<file path="src/rtl/iob_fifo_sync_asym.sv">
// iob_fifo_sync_asym: single-clock FIFO with independent write and read widths.
// Data lives in N external MINDATA_W-wide two-port RAM banks. This block drives
// every bank address, enable and write lane from its narrow-word pointers.
// Optional sticky overflow/underflow flags: define IOB_FIFO_SYNC_ASYM_ERR_EN.
module iob_fifo_sync_asym #(
    parameter int W_DATA_W = 32,
    parameter int R_DATA_W = 8,
    parameter int ADDR_W   = 10,
    localparam int MAXDATA_W = (W_DATA_W > R_DATA_W) ? W_DATA_W : R_DATA_W,
    localparam int MINDATA_W = (W_DATA_W < R_DATA_W) ? W_DATA_W : R_DATA_W,
    localparam int N         = MAXDATA_W / MINDATA_W,
    localparam int LOG2N     = $clog2(N),
    localparam int MINADDR_W = ADDR_W - LOG2N
) (
`ifdef IOB_FIFO_SYNC_ASYM_ERR_EN
    output logic                      w_err,
    output logic                      r_err,
`endif
    input  logic                      clk,
    input  logic                      arst_n,
    input  logic                      w_en,
    input  logic [W_DATA_W-1:0]       w_data,
    output logic                      w_full,
    input  logic                      r_en,
    output logic [R_DATA_W-1:0]       r_data,
    output logic                      r_valid,
    output logic                      r_empty,
    output logic [ADDR_W:0]           level,
    output logic [N-1:0]              ext_mem_w_en,
    output logic [N*MINADDR_W-1:0]    ext_mem_w_addr,
    output logic [N*MINDATA_W-1:0]    ext_mem_w_data,
    output logic                      ext_mem_r_en,
    output logic [N*MINADDR_W-1:0]    ext_mem_r_addr,
    input  logic [N*MINDATA_W-1:0]    ext_mem_r_data
);

    localparam int W_INCR = W_DATA_W / MINDATA_W;
    localparam int R_INCR = R_DATA_W / MINDATA_W;

    localparam logic [ADDR_W:0]   FULL_LEVEL = (ADDR_W+1)'((2 ** ADDR_W) - W_INCR);
    localparam logic [ADDR_W:0]   W_STEP     = (ADDR_W+1)'(W_INCR);
    localparam logic [ADDR_W:0]   R_STEP     = (ADDR_W+1)'(R_INCR);
    localparam logic [ADDR_W-1:0] W_PTR_STEP = ADDR_W'(W_INCR);
    localparam logic [ADDR_W-1:0] R_PTR_STEP = ADDR_W'(R_INCR);

    logic [ADDR_W-1:0]   r_wPtr;
    logic [ADDR_W-1:0]   r_rPtr;
    logic [ADDR_W:0]     r_level;
    logic                r_rValid;
    logic [ADDR_W-1:0]   r_rBank;
    logic [R_DATA_W-1:0] r_rDataHold;

    logic                w_wAccept;
    logic                w_rAccept;
    int                  w_wBank;
    logic [ADDR_W-1:0]   w_rBank;
    logic [R_DATA_W-1:0] w_rDataLive;

    // Flags come straight from the level register so they reflect the pre-update occupancy.
    assign w_full    = r_level > FULL_LEVEL;
    assign r_empty   = r_level < R_STEP;
    assign w_wAccept = w_en & ~w_full;
    assign w_rAccept = r_en & ~r_empty;
    assign level     = r_level;
    assign r_valid   = r_rValid;

    // Narrow address a lives in bank (a mod N) at row a/N; every bank shares the row.
    assign w_wBank        = int'(r_wPtr) % N;
    assign w_rBank        = r_rPtr % ADDR_W'(N);
    assign ext_mem_w_addr = {N{r_wPtr[ADDR_W-1:LOG2N]}};
    assign ext_mem_r_addr = {N{r_rPtr[ADDR_W-1:LOG2N]}};
    assign ext_mem_r_en   = w_rAccept;

    // Enable the W_INCR consecutive banks starting at the write bank (all of them for a wide write).
    always_comb begin
        ext_mem_w_en = '0;
        for (int k = 0; k < N; k++) begin
            if (w_wAccept && (k >= w_wBank) && (k < w_wBank + W_INCR)) begin
                ext_mem_w_en[k] = 1'b1;
            end
        end
    end

    // A wide write spreads little-endian over the lanes; a narrow write is broadcast and the enable picks the bank.
    generate
        if (W_DATA_W == MAXDATA_W) begin : g_wideWrite
            assign ext_mem_w_data = w_data;
        end else begin : g_narrowWrite
            assign ext_mem_w_data = {N{w_data}};
        end
    endgenerate

    // The registered bank index picks the returning lane; for a wide read it stays at lane 0 and takes every lane.
    assign w_rDataLive = ext_mem_r_data[r_rBank*MINDATA_W +: R_DATA_W];
    assign r_data      = r_rValid ? w_rDataLive : r_rDataHold;

    // Pointers advance by the narrow-word size of each accepted transfer and wrap naturally.
    always_ff @(posedge clk or negedge arst_n) begin
        if (!arst_n) begin
            r_wPtr <= '0;
            r_rPtr <= '0;
        end else begin
            if (w_wAccept) r_wPtr <= r_wPtr + W_PTR_STEP;
            if (w_rAccept) r_rPtr <= r_rPtr + R_PTR_STEP;
        end
    end

    // Occupancy in narrow words, adjusted for whichever sides were accepted this cycle.
    always_ff @(posedge clk or negedge arst_n) begin
        if (!arst_n) begin
            r_level <= '0;
        end else begin
            case ({w_wAccept, w_rAccept})
                2'b10:   r_level <= r_level + W_STEP;
                2'b01:   r_level <= r_level - R_STEP;
                2'b11:   r_level <= r_level + W_STEP - R_STEP;
                default: r_level <= r_level;
            endcase
        end
    end

    // Read return tracking: valid one cycle after an accepted read, and the last word is kept for when valid drops.
    always_ff @(posedge clk or negedge arst_n) begin
        if (!arst_n) begin
            r_rValid    <= 1'b0;
            r_rBank     <= '0;
            r_rDataHold <= '0;
        end else begin
            r_rValid <= w_rAccept;
            if (w_rAccept) r_rBank <= w_rBank;
            if (r_rValid) r_rDataHold <= w_rDataLive;
        end
    end

`ifdef IOB_FIFO_SYNC_ASYM_ERR_EN
    // Sticky flags recording any write attempted while full or read attempted while empty.
    always_ff @(posedge clk or negedge arst_n) begin
        if (!arst_n) begin
            w_err <= 1'b0;
            r_err <= 1'b0;
        end else begin
            if (w_en & w_full)  w_err <= 1'b1;
            if (r_en & r_empty) r_err <= 1'b1;
        end
    end
`endif

endmodule

</file>
<file path="config.mk">
export PLATFORM = sky130hd
export DESIGN_NAME = iob_fifo_sync_asym
export DESIGN_NICKNAME = d
export VERILOG_FILES = /design/src/rtl/iob_fifo_sync_asym.sv
export SDC_FILE = /design/constraint.sdc
export NUM_CORES = 1
export LEC_CHECK = 0
export CAP_MARGIN = 15
export CORE_ASPECT_RATIO = 1.25
export CORE_MARGIN = 2
export CORE_UTILIZATION = 38
export DETAILED_ROUTE_END_ITERATION = 16
export PLACE_DENSITY = 0.88
export SETUP_SLACK_MARGIN = 0.2
export SKIP_CTS_REPAIR_TIMING = 1
export SLEW_MARGIN = 20
export SYNTH_ARGS = -nofsm -noshare
export SYNTH_HDL_FRONTEND = slang
export SYNTH_SLANG_ARGS = --single-unit
</file>
<file path="constraint.sdc">
create_clock -name clk -period 2.5 [get_ports clk]
set_input_delay 0.25 -clock clk [delete_from_list [all_inputs] [get_ports clk]]
set_output_delay 0.25 -clock clk [all_outputs]
set_load 0.02 [all_outputs]
</file>
==> results.json <==
{
  "run_status": "complete, no violations",
  "placedCellCount": 446,
  "wirelength_um": 7465,
  "p_comb_share_pct": 60.8,
  "grt_max_degree": 41,
  "hpwl_um": 5566,
  "finalSetupViolCount": 0,
  "total_leakage_power_nw": 1.736,
  "dpl-instance-area_mm2": 0.003810,
  "avgRoutedWirePerCell_um": 16.33,
  "clkSinkCount": 40,
  "syn_avg_cell_area_um2": 9.911,
  "p_int_mw": 2.773,
  "worst_ep_arrival_time_ps": 2100,
  "vias": 2343,
  "slew_violations": 0,
  "first_iter_violations": 103,
  "fin_area_mm2": 0.004056,
  "drt-vias-per-instance": 5.127,
  "rr_endpoint": "level[9]$_DFFE_PN0P_",
  "startpoint": "level[1]$_DFFE_PN0P_",
  "cts-htree-levels": 2,
  "finalWeightedCongestion": 0.8993,
  "cp_slowest_cell": "clkdlybuf4s50_1",
  "p_sw_mw": 2.155,
  "grt_pass1_vias": 2381,
  "antenna-diode-count": 0,
  "sw_frac_of_total_pct": 43.73,
  "rr_worst_depth": 7,
  "design.portCount": 191,
  "syn_area_mm2": 0.003132,
  "clock-root-buffer": "clkbuf_8",
  "worst_setup_path_end_kind": "primary output",
  "grt_first_pass_wirelength_um": 11780,
  "skew_ps": 8.303,
  "regToRegStartpoint": "level[1]$_DFFE_PN0P_",
  "setup-tns-final_ps": 0,
  "route.detailed.drc": 0,
  "r2r_slack_ps": 290,
  "port_buffers": 126,
  "clk_path_buf_depth": 2,
  "synth-edff-count": 0,
  "yosysSeqAreaShare_pct": 31.96,
  "worst_pin_slew_ps": 906.9,
  "start_util_pct": 38.66,
  "crit_type": "flop to primary output",
  "required_ps": 2250,
  "coreArea_mm2": 0.008102,
  "ant_nets": 0,
  "path_max_fanout": 7,
  "holdWs_ps": 79.50,
  "yosysWarnings": 0,
  "cpPeakStageDelay_ps": 540,
  "clkTransAtPathRegs_ps": 90,
  "ir_worst_vdd_v": 0.0007638,
  "gr-total-overflow": 0,
  "rows": 37,
  "hold_class": "primary input to asynchronous set/reset pin",
  "clock_latency_ps": 290,
  "period_share_pct": 94.17,
  "fillers": 706,
  "synthToLayoutAreaGrowth_pct": 29.52,
  "final_util_pct": 50.07,
  "antenna_found_initial": 0,
  "layout.cells.non_filler": 457,
  "drive_above_1_share_pct": 18.61,
  "postSynthCellCount": 316,
  "startpoint_type": "flop",
  "cts_tree": "built",
  "hold_viol": 0,
  "async_flop_share_pct": 100.0,
  "dieWidth_um": 85.20,
  "die-area_mm2": 0.008989,
  "power.total_mw": 4.928,
  "rsz0062_at_grt": "yes",
  "first_pass_iters": 5,
  "die_height_um": 105.5,
  "cts_buffers": 5,
  "maxSlewHeadroom_pct": 39.54,
  "power_density_mw_per_mm2": 1215,
  "setup_slack_ps": 145.8,
  "crit_buf_inv": 2,
  "layout_min_cycle_time_ps": 2354,
  "final_nets": 434,
  "synthFlopType": "dfrtp_1",
  "path_delay_family": "simple AND/OR/NAND/NOR gates",
  "clockPowerShare_pct": 12.0,
  "maxCapViolCount": 0,
  "grt.total_usage_pct": 16.21,
  "crit_chain": "nor4_4, nand4_4, nand2_1, inv_1, clkdlybuf4s50_1",
  "max_freq_ghz": 0.4248,
  "yosysUniqueCellTypes": 53,
  "cp.depth": 5,
  "preCtsSetupSlack_ps": 249.4,
  "yosys_register_bits": 40,
  "seqPwrFrac_pct": 27.3,
  "syn_nets": 391
}
## registers in the layout, summed over array words and instances (netlist names)
signal and flops:
level 11, r_rPtr 10, r_rDataHold 8, r_wPtr 8
r_rBank 2, r_valid 1
## final cells by class
type | instances | area (µm²) | area share (%)
well taps | 97 | 121.4 | 2.992
multi-input cells | 163 | 1361 | 33.56
inverters | 9 | 36.28 | 0.8945
clock inverters | 1 | 30.03 | 0.7403
flip-flops and latches | 40 | 1007 | 24.83
repair buffers | 140 | 1404 | 34.61
clock buffers | 7 | 96.34 | 2.375
## metal layers
metal,vias up,part of all wire [%],GRT usage [%]
met1,1118,38,18.89
met5,-,0,0
met2,128,51,27.57
li1,1068,-,-
met4,0,3.0,8.617
met3,29,7.9,3.367
## cell families (layout without fill, tap and decap cells)
family                   count (synthesis)  after routing  share of synthesized area (%)
buffers and inverters                  113            157                          26.13
AND/OR/NAND/NOR                         82             82                          14.62
flip-flops                              40             40                          31.96
XOR/XNOR                                31             31                          8.670
AO/OA/AOI/OAI                           23             23                          5.874
multiplexers                            20             20                          9.948
adder cells (fa/ha/maj)                  7              7                          2.797
## layout by cell type, fill, tap and decap left out, types with 3 or more instances in the layout
cell type / count
ha_1: 5
inv_1: 8
and3_1: 3
o21ai_0: 5
nor3_1: 4
nand3_1: 5
buf_4: 12
xnor2_1: 27
clkbuf_8: 7
nand2_1: 29
mux2i_1: 3
dfrtp_1: 35
nor3_2: 6
mux2_2: 9
nor2_1: 7
and2_1: 3
dlymetal6s2s_1: 14
mux4_2: 8
xor2_1: 4
dfrtp_2: 5
clkdlybuf4s50_1: 111
nand4_1: 8
a31oi_1: 3
## worst register-to-register path, stage by stage (launching register included)
cell and delay (ps):
dfrtp_2 460, nor4_4 370, buf_4 180, nand2_1 100, o311ai_0 460, o21ai_0 190
a31oi_1 210, o311ai_1 120
## Yosys cell counts (all sizes together) (7+ instances only)
cell type / instances / area [µm²]
nand3: 7 / 45.04
nand4: 9 / 62.56
nor3: 11 / 70.07
nand2: 29 / 108.9
inv: 9 / 36.29
dfrtp: 40 / 1001
mux4: 8 / 180.2
nor2: 7 / 26.28
ha: 7 / 87.58
xnor2: 27 / 236.5
mux2: 9 / 101.4
buf: 99 / 752.0
## power groups by stage
stage / combinational (mW) / clock, mW / sequential [mW]
after global placement: 2.86 / 0 / 1.30
after CTS: 2.95 / 0.603 / 1.32
after floorplan: 2.05 / 0 / 1.34
after global routing: 3.21 / 0.633 / 1.40
final: 2.99 / 0.589 / 1.34
after detailed placement: 2.94 / 0 / 1.33
## worst max-delay path by stage
stage | to | slack [ps]
after floorplan | level[9]$_DFFE_PN0P_ | 290
after global placement | r_data[3] | 310
after detailed placement | ext_mem_r_en | 250
after CTS | ext_mem_r_en | -80
after global routing | ext_mem_r_en | 40
final | ext_mem_r_en | 150
Note: power is estimated with default switching activity, not from simulation.
